## config.mk

```make
export PLATFORM = sky130hd
export DESIGN_NAME = rr_arb_requester
export DESIGN_NICKNAME = d
export VERILOG_FILES = /design/src/rtl/arb_pkg.sv /design/src/rtl/arb_sync_fifo.sv /design/src/rtl/rr_arb_requester.sv
export SDC_FILE = /design/constraint.sdc
export NUM_CORES = 1
export LEC_CHECK = 0
export BUFFER_PORTS_ARGS = -buffer_cell sky130_fd_sc_hd__buf_2
export CAP_MARGIN = 20
export CELL_PAD_IN_SITES_DETAIL_PLACEMENT = 1
export CELL_PAD_IN_SITES_GLOBAL_PLACEMENT = 1
export CORE_MARGIN = 3
export CORE_UTILIZATION = 51
export DETAILED_ROUTE_END_ITERATION = 6
export GPL_TIMING_DRIVEN = 0
export PLACE_DENSITY_LB_ADDON = 0.1
export SLEW_MARGIN = 20
export SYNTH_ARGS = -nofsm -noshare
export SYNTH_HDL_FRONTEND = slang
export SYNTH_SLANG_ARGS = --single-unit
```

## constraint.sdc

```tcl
create_clock -name clk -period 6.1 [get_ports clk]
set_clock_uncertainty 0.1 [all_clocks]
set_input_delay 0.305 -clock clk [delete_from_list [all_inputs] [get_ports clk]]
set_output_delay 0.305 -clock clk [all_outputs]
set_load 0.005 [all_outputs]
```

## src/rtl/arb_pkg.sv

```systemverilog
`default_nettype none
// ============================================================================
// Module      : arb_pkg
// Description : Definitions shared by the round-robin arbiter and its clients.
//               Covers the arbiter width, the ID tag width and the bus beat
//               layout.
// Revision    : 1.0 - initial release
// ============================================================================
package arb_pkg;

  // Number of clients on the shared arbiter
  parameter int ARB_N = 8;

  // ID tag width needed to name one of ARB_N clients
  localparam int ARB_IDW = $clog2(ARB_N);

  // Payload width of a beat on the shared output bus
  localparam int ARB_DW = 32;

  // One beat on the shared output bus
  typedef struct packed {
    logic               valid;
    logic [ARB_IDW-1:0] id;
    logic [ARB_DW-1:0]  data;
  } bus_beat_t;

endpackage
`default_nettype wire

```

## src/rtl/arb_sync_fifo.sv

```systemverilog
`default_nettype none
// ============================================================================
// Module      : arb_sync_fifo
// Description : Small synchronous FIFO with an occupancy counter. Pushes while
//               full and pops while empty are ignored.
// Revision    : 1.0 - initial release
// ============================================================================
module arb_sync_fifo #(
  parameter int DW    = 32,
  parameter int DEPTH = 4
) (
  input  logic                   clk,
  input  logic                   rst_n,
  input  logic                   push,
  input  logic [DW-1:0]          push_data,
  input  logic                   pop,
  output logic [DW-1:0]          pop_data,
  output logic                   full,
  output logic                   empty,
  output logic [$clog2(DEPTH):0] level
);

  localparam int AW = $clog2(DEPTH);
  localparam int LW = AW + 1;

  logic [DW-1:0] mem [DEPTH];
  logic [AW-1:0] wr_ptr;
  logic [AW-1:0] rd_ptr;
  logic [LW-1:0] count;
  logic          do_push;
  logic          do_pop;

  assign full     = (count == LW'(DEPTH));
  assign empty    = (count == '0);
  assign level    = count;
  assign do_push  = push & ~full;
  assign do_pop   = pop & ~empty;
  assign pop_data = mem[rd_ptr];

  // Storage array; entries need no reset because count gates their use
  always_ff @(posedge clk) begin
    if (do_push) begin
      mem[wr_ptr] <= push_data;
    end
  end

  // Pointers wrap naturally (DEPTH is a power of two); count tracks occupancy
  always_ff @(posedge clk or negedge rst_n) begin
    if (!rst_n) begin
      wr_ptr <= '0;
      rd_ptr <= '0;
      count  <= '0;
    end else begin
      if (do_push) wr_ptr <= wr_ptr + AW'(1);
      if (do_pop)  rd_ptr <= rd_ptr + AW'(1);
      case ({do_push, do_pop})
        2'b10:   count <= count + LW'(1);
        2'b01:   count <= count - LW'(1);
        default: count <= count;
      endcase
    end
  end

endmodule
`default_nettype wire

```

## src/rtl/rr_arb_requester.sv

```systemverilog
`default_nettype none
// ============================================================================
// Module      : rr_arb_requester
// Description : Client-side agent for the shared round-robin arbiter. Buffers
//               client beats, requests with the arbiter's one-cycle grant
//               latency in mind, and puts granted beats on the shared bus
//               tagged with CLIENT_ID.
// Revision    : 1.0 - initial release
// ============================================================================
module rr_arb_requester
  import arb_pkg::*;
#(
  parameter int DW        = 32,
  parameter int DEPTH     = 4,
  parameter int CLIENT_ID = 0,
  parameter int IDW       = ARB_IDW,
  parameter int CW        = 16
) (
  input  logic                   clk,
  input  logic                   rst_n,
  input  logic                   in_valid,
  output logic                   in_ready,
  input  logic [DW-1:0]          in_data,
  output logic                   req_o,
  input  logic                   gnt_i,
  output logic                   out_valid,
  output logic [DW-1:0]          out_data,
  output logic [IDW-1:0]         out_id,
  output logic [$clog2(DEPTH):0] level,
  output logic [CW-1:0]          grant_cnt,
  output logic [CW-1:0]          waste_cnt
);

  localparam int LW = $clog2(DEPTH) + 1;

  logic          push;
  logic          pop;
  logic          full;
  logic          empty;
  logic [DW-1:0] head;

  // No same-cycle refill when full: in_ready depends on full only
  assign in_ready = ~full;
  assign push     = in_valid & in_ready;
  assign pop      = gnt_i & ~empty;

  // A grant already in flight will consume the last entry, so drop the
  // request then to avoid a follow-on grant into an empty FIFO
  assign req_o = (level >= LW'(2)) | ((level == LW'(1)) & ~gnt_i);

  arb_sync_fifo #(
    .DW    (DW),
    .DEPTH (DEPTH)
  ) u_fifo (
    .clk       (clk),
    .rst_n     (rst_n),
    .push      (push),
    .push_data (in_data),
    .pop       (pop),
    .pop_data  (head),
    .full      (full),
    .empty     (empty),
    .level     (level)
  );

  // Shared-bus output register: one beat per granted, non-empty cycle
  always_ff @(posedge clk or negedge rst_n) begin
    if (!rst_n) begin
      out_valid <= 1'b0;
      out_data  <= '0;
      out_id    <= '0;
    end else begin
      out_valid <= pop;
      if (pop) begin
        out_data <= head;
        out_id   <= IDW'(CLIENT_ID);
      end
    end
  end

  // Saturating statistics: used grants and grants that found the FIFO empty
  always_ff @(posedge clk or negedge rst_n) begin
    if (!rst_n) begin
      grant_cnt <= '0;
      waste_cnt <= '0;
    end else begin
      if (pop && (grant_cnt != '1)) begin
        grant_cnt <= grant_cnt + CW'(1);
      end
      if (gnt_i && empty && (waste_cnt != '1)) begin
        waste_cnt <= waste_cnt + CW'(1);
      end
    end
  end

endmodule
`default_nettype wire

```

==> results.md <==
* Required time of the critical path at 6.31 ns
* N_diodes at 0
* Post-CTS Setup Bufs at 0
* Worst Hold Class: in -> reg
* Max Fanout on Critical Path at 11
* Max-Slew Margin vs Limit at 0.525
* CTS Buffer Depth at 2
* Syn avg cell area at 15.8 um^2
* Max_cap viols at 0
* Most common cell after layout, fill and taps aside: edfxtp_1
* CTS resizes at 0
* Drt first pass iters at 4
* Gp weighted congestion at 0.794
* Power Internal at 0.00300 W
* Yosys top cell by area: edfxtp_1
* Clk pwr share at 0.265
* Worst-Margin Slew at 0.713 ns
* Commonest cells after routing, fill and taps aside: edfxtp_1 (128), nand2_1 (113), buf_2 (108)
* Worst-Skew Late Latency at about 0.42 ns
* Sequential area share after synthesis at 0.720
* Area grow syn2layout at 22.9%
* Worst vdd ir at 0.261 mV
* Setup TNS at 0 ns
* Fillers at roughly 1400
* Initial antenna violation count at 0
* Sw Share at 0.306
* Via Count at 4695
* Mapped Cells at about 500
* Top cell type's share of synthesized area at 0.490
* Pwr/cell area at 448 nW/um^2
* GRT Resource Usage Total at 0.225
* Max frequency at between 300 and 400 MHz
* # port buffers at 105
* Period utilisation layout at 0.470
* DRT iter0 DRCs at a little under 300
* Largest net degree at the start of global routing at 45
* Status: completed
* Vias per inst at 5.48
* Routed length per instance at ~21 um
* WL final at 17800 um
* Reg power frac at 0.459
* GR Overflow Total at 0
* Hpwl dp at 11200 um
* Most Crowded Layer GR: met2
* Mapped Area at between 7000 and 8000 um^2
* Hold_ws at 0.0210 ns
* Clock root buffer: clkbuf_16
* Vias in the first global route at 5124
* Clk sink count at 200
* Crit path kind: reg -> reg
* Core Footprint at 14800 um^2
* GRT met3 Usage at 0.0430
* CTS Buf Count at 17
* Worst endpoint data arrival time at between 3 and 4 ns
* Share of layout cells above drive strength 1 at 0.287
* Critical Path Sink Type: flip-flop
* Antenna-violating nets left at 0
* RSZ-0062 raised after global routing: false
* Final hold violations at 0
* Synth area leaders: edfxtp_1 (49%), dfrtp_1 (23%), mux4_2 (9.2%)
* Leak Pwr at 3.96 nW
* Pins Over Slew Limit at 0
* Worst-path clk slew at 0.07 ns
* H-tree levels at 4
* Ys Warns at 0
* I/O pin count at 109
* Register-to-Register Path Depth at 10
* Die H at 130 um
* Switch Pwr at 0.00132 W
* Final std cells w/o fill at about 860
* Yosys reg bits at 200
* Initial cell density of the core at 0.530
* CTS tree: yes
* Std cell rows at 44
* Placed cell count at 793
* CP startpoint kind: flip-flop
* Post-synth cell types at 42
* Met1 Resource Use GR at 0.273
* Gate power share at 0.277
* Layout net count at 707
* GRT met2 Usage at 0.404
* Residual DRC at 0
* Hold Path Cell Cnt at 1
* Chip width at 130 um
* Global-route wire length before repair at 28100 um
* DIE AREA at 16900 um^2
* Final min period at 2.87 ns
* # hold bufs at CTS at 32
* Endpoints failing setup at 0
[layer usage]
metal	part of all wire	routed length [um]	up-vias
met5	0	0	-
met4	0.013	237	0
met3	0.036	649	15
met2	0.54	9610	113
met1	0.41	7330	2414
li1	-	-	2153
[registers in the layout (all words and copies together), names as in the netlist]
| register | count |
|---|---|
| u_fifo.mem | 128 |
| u_fifo.rd_ptr | 2 |
| u_fifo.level | 3 |
| grant_cnt | 16 |
| waste_cnt | 16 |
| u_fifo.wr_ptr | 2 |
| out_valid | 1 |
| out_data | 32 |
[critical path, stage by stage, from the launching register on]
cell and delay, ns:
dfrtp_1 0.42, inv_1 0.11, ha_1 0.23, nand2b_1 0.21, nand2_2 0.20, clkinv_1 0.23, clkbuf_1 0.52, ha_1 0.31
mux2i_1 0.19, nor2_1 0.07, xor2_1 0.14
[synthesized netlist by cell type, drive strengths merged]
| cell | count |
|---|---|
| nor3 | 2 |
| nor4b | 1 |
| clkbuf | 11 |
| inv | 8 |
| edfxtp | 128 |
| a31oi | 1 |
| a21oi | 7 |
| buf | 7 |
| nand4 | 11 |
| and3b | 1 |
| and4 | 4 |
| o21a | 1 |
| xor2 | 6 |
| o2111ai | 1 |
| clkinv | 1 |
| dfrtp | 72 |
| nand3b | 1 |
| mux4 | 32 |
| nand4b | 1 |
| mux2 | 5 |
| or3 | 1 |
| mux2i | 3 |
| conb | 1 |
| nand2 | 114 |
| and2 | 3 |
| nand2b | 1 |
| nor2 | 11 |
| o21ai | 4 |
| xnor2 | 19 |
| nand3 | 13 |
| and3 | 8 |
| and2b | 1 |
| a41oi | 2 |
| nor4 | 4 |
| ha | 11 |
[final cells by class]
type | count | area, um^2 | share of cell area
tap | 184 | 230 | 0.0239
sequential | 200 | 5650 | 0.585
inverter | 9 | 33.8 | 0.00350
clock buffer | 18 | 429 | 0.0445
multi-input combinational | 272 | 2090 | 0.217
clock inverter | 14 | 171 | 0.0178
timing repair buffer | 142 | 956 | 0.0991
buffer | 18 | 83.8 | 0.00869
[path summary, 6_finish.rpt]
check,from,endpoint,slack (ns)
worst min-delay path,in_data[13],u_fifo.mem[3][13]$_DFFE_PP_,0.02
max in group asynchronous,rst_n,out_data[2]$_DFFE_PN0P_,5.03
min in group asynchronous,rst_n,waste_cnt[7]$_DFFE_PN0P_,0.28
worst max register to register,u_fifo.level[1]$_DFFE_PN0P_,u_fifo.level[2]$_DFFE_PN0P_,3.23
worst min register to register,out_data[9]$_DFFE_PN0P_,out_data[9]$_DFFE_PN0P_,0.37
worst max-delay path,u_fifo.level[1]$_DFFE_PN0P_,u_fifo.level[2]$_DFFE_PN0P_,3.23
[power groups by stage]
stage	sequential (W)	clock, W	combinational, W
3_3_place_gp	0.00198	0	0.00110
3_5_place_dp	0.00200	0	0.00118
4_1_cts	0.00199	0.00117	0.00122
6_report	0.00198	0.00114	0.00120
2_1_floorplan	0.00197	0	0.000716
5_1_grt	0.00202	0.00122	0.00133
[logic make-up (layout without fill, tap and decap cells)]
logic type	Yosys count	after routing	synth area share
buf+inv	27	201	0.0150
mux	40	40	0.103
fa+ha+maj	11	11	0.0175
flops	200	200	0.720
other cells	1	3	0.000478
xor+xnor	25	25	0.0279
simple gates	177	177	0.104
compound gates	16	16	0.0121
[metrics by stage]
step / total power, W / util / instance area (um^2) / setup slack (ns)
2_1_floorplan: 0.00269 / - / 7850 / 3.85
3_3_place_gp: 0.00308 / 0.581 / 8610 / 3.22
3_5_place_dp: 0.00319 / 0.589 / 8720 / 3.25
4_1_cts: 0.00437 / 0.651 / 9640 / 3.21
5_1_grt: 0.00458 / 0.651 / 9640 / 2.99
6_report: 0.00432 / 0.651 / 9640 / 3.23
Power figures use the tool's default switching activity.
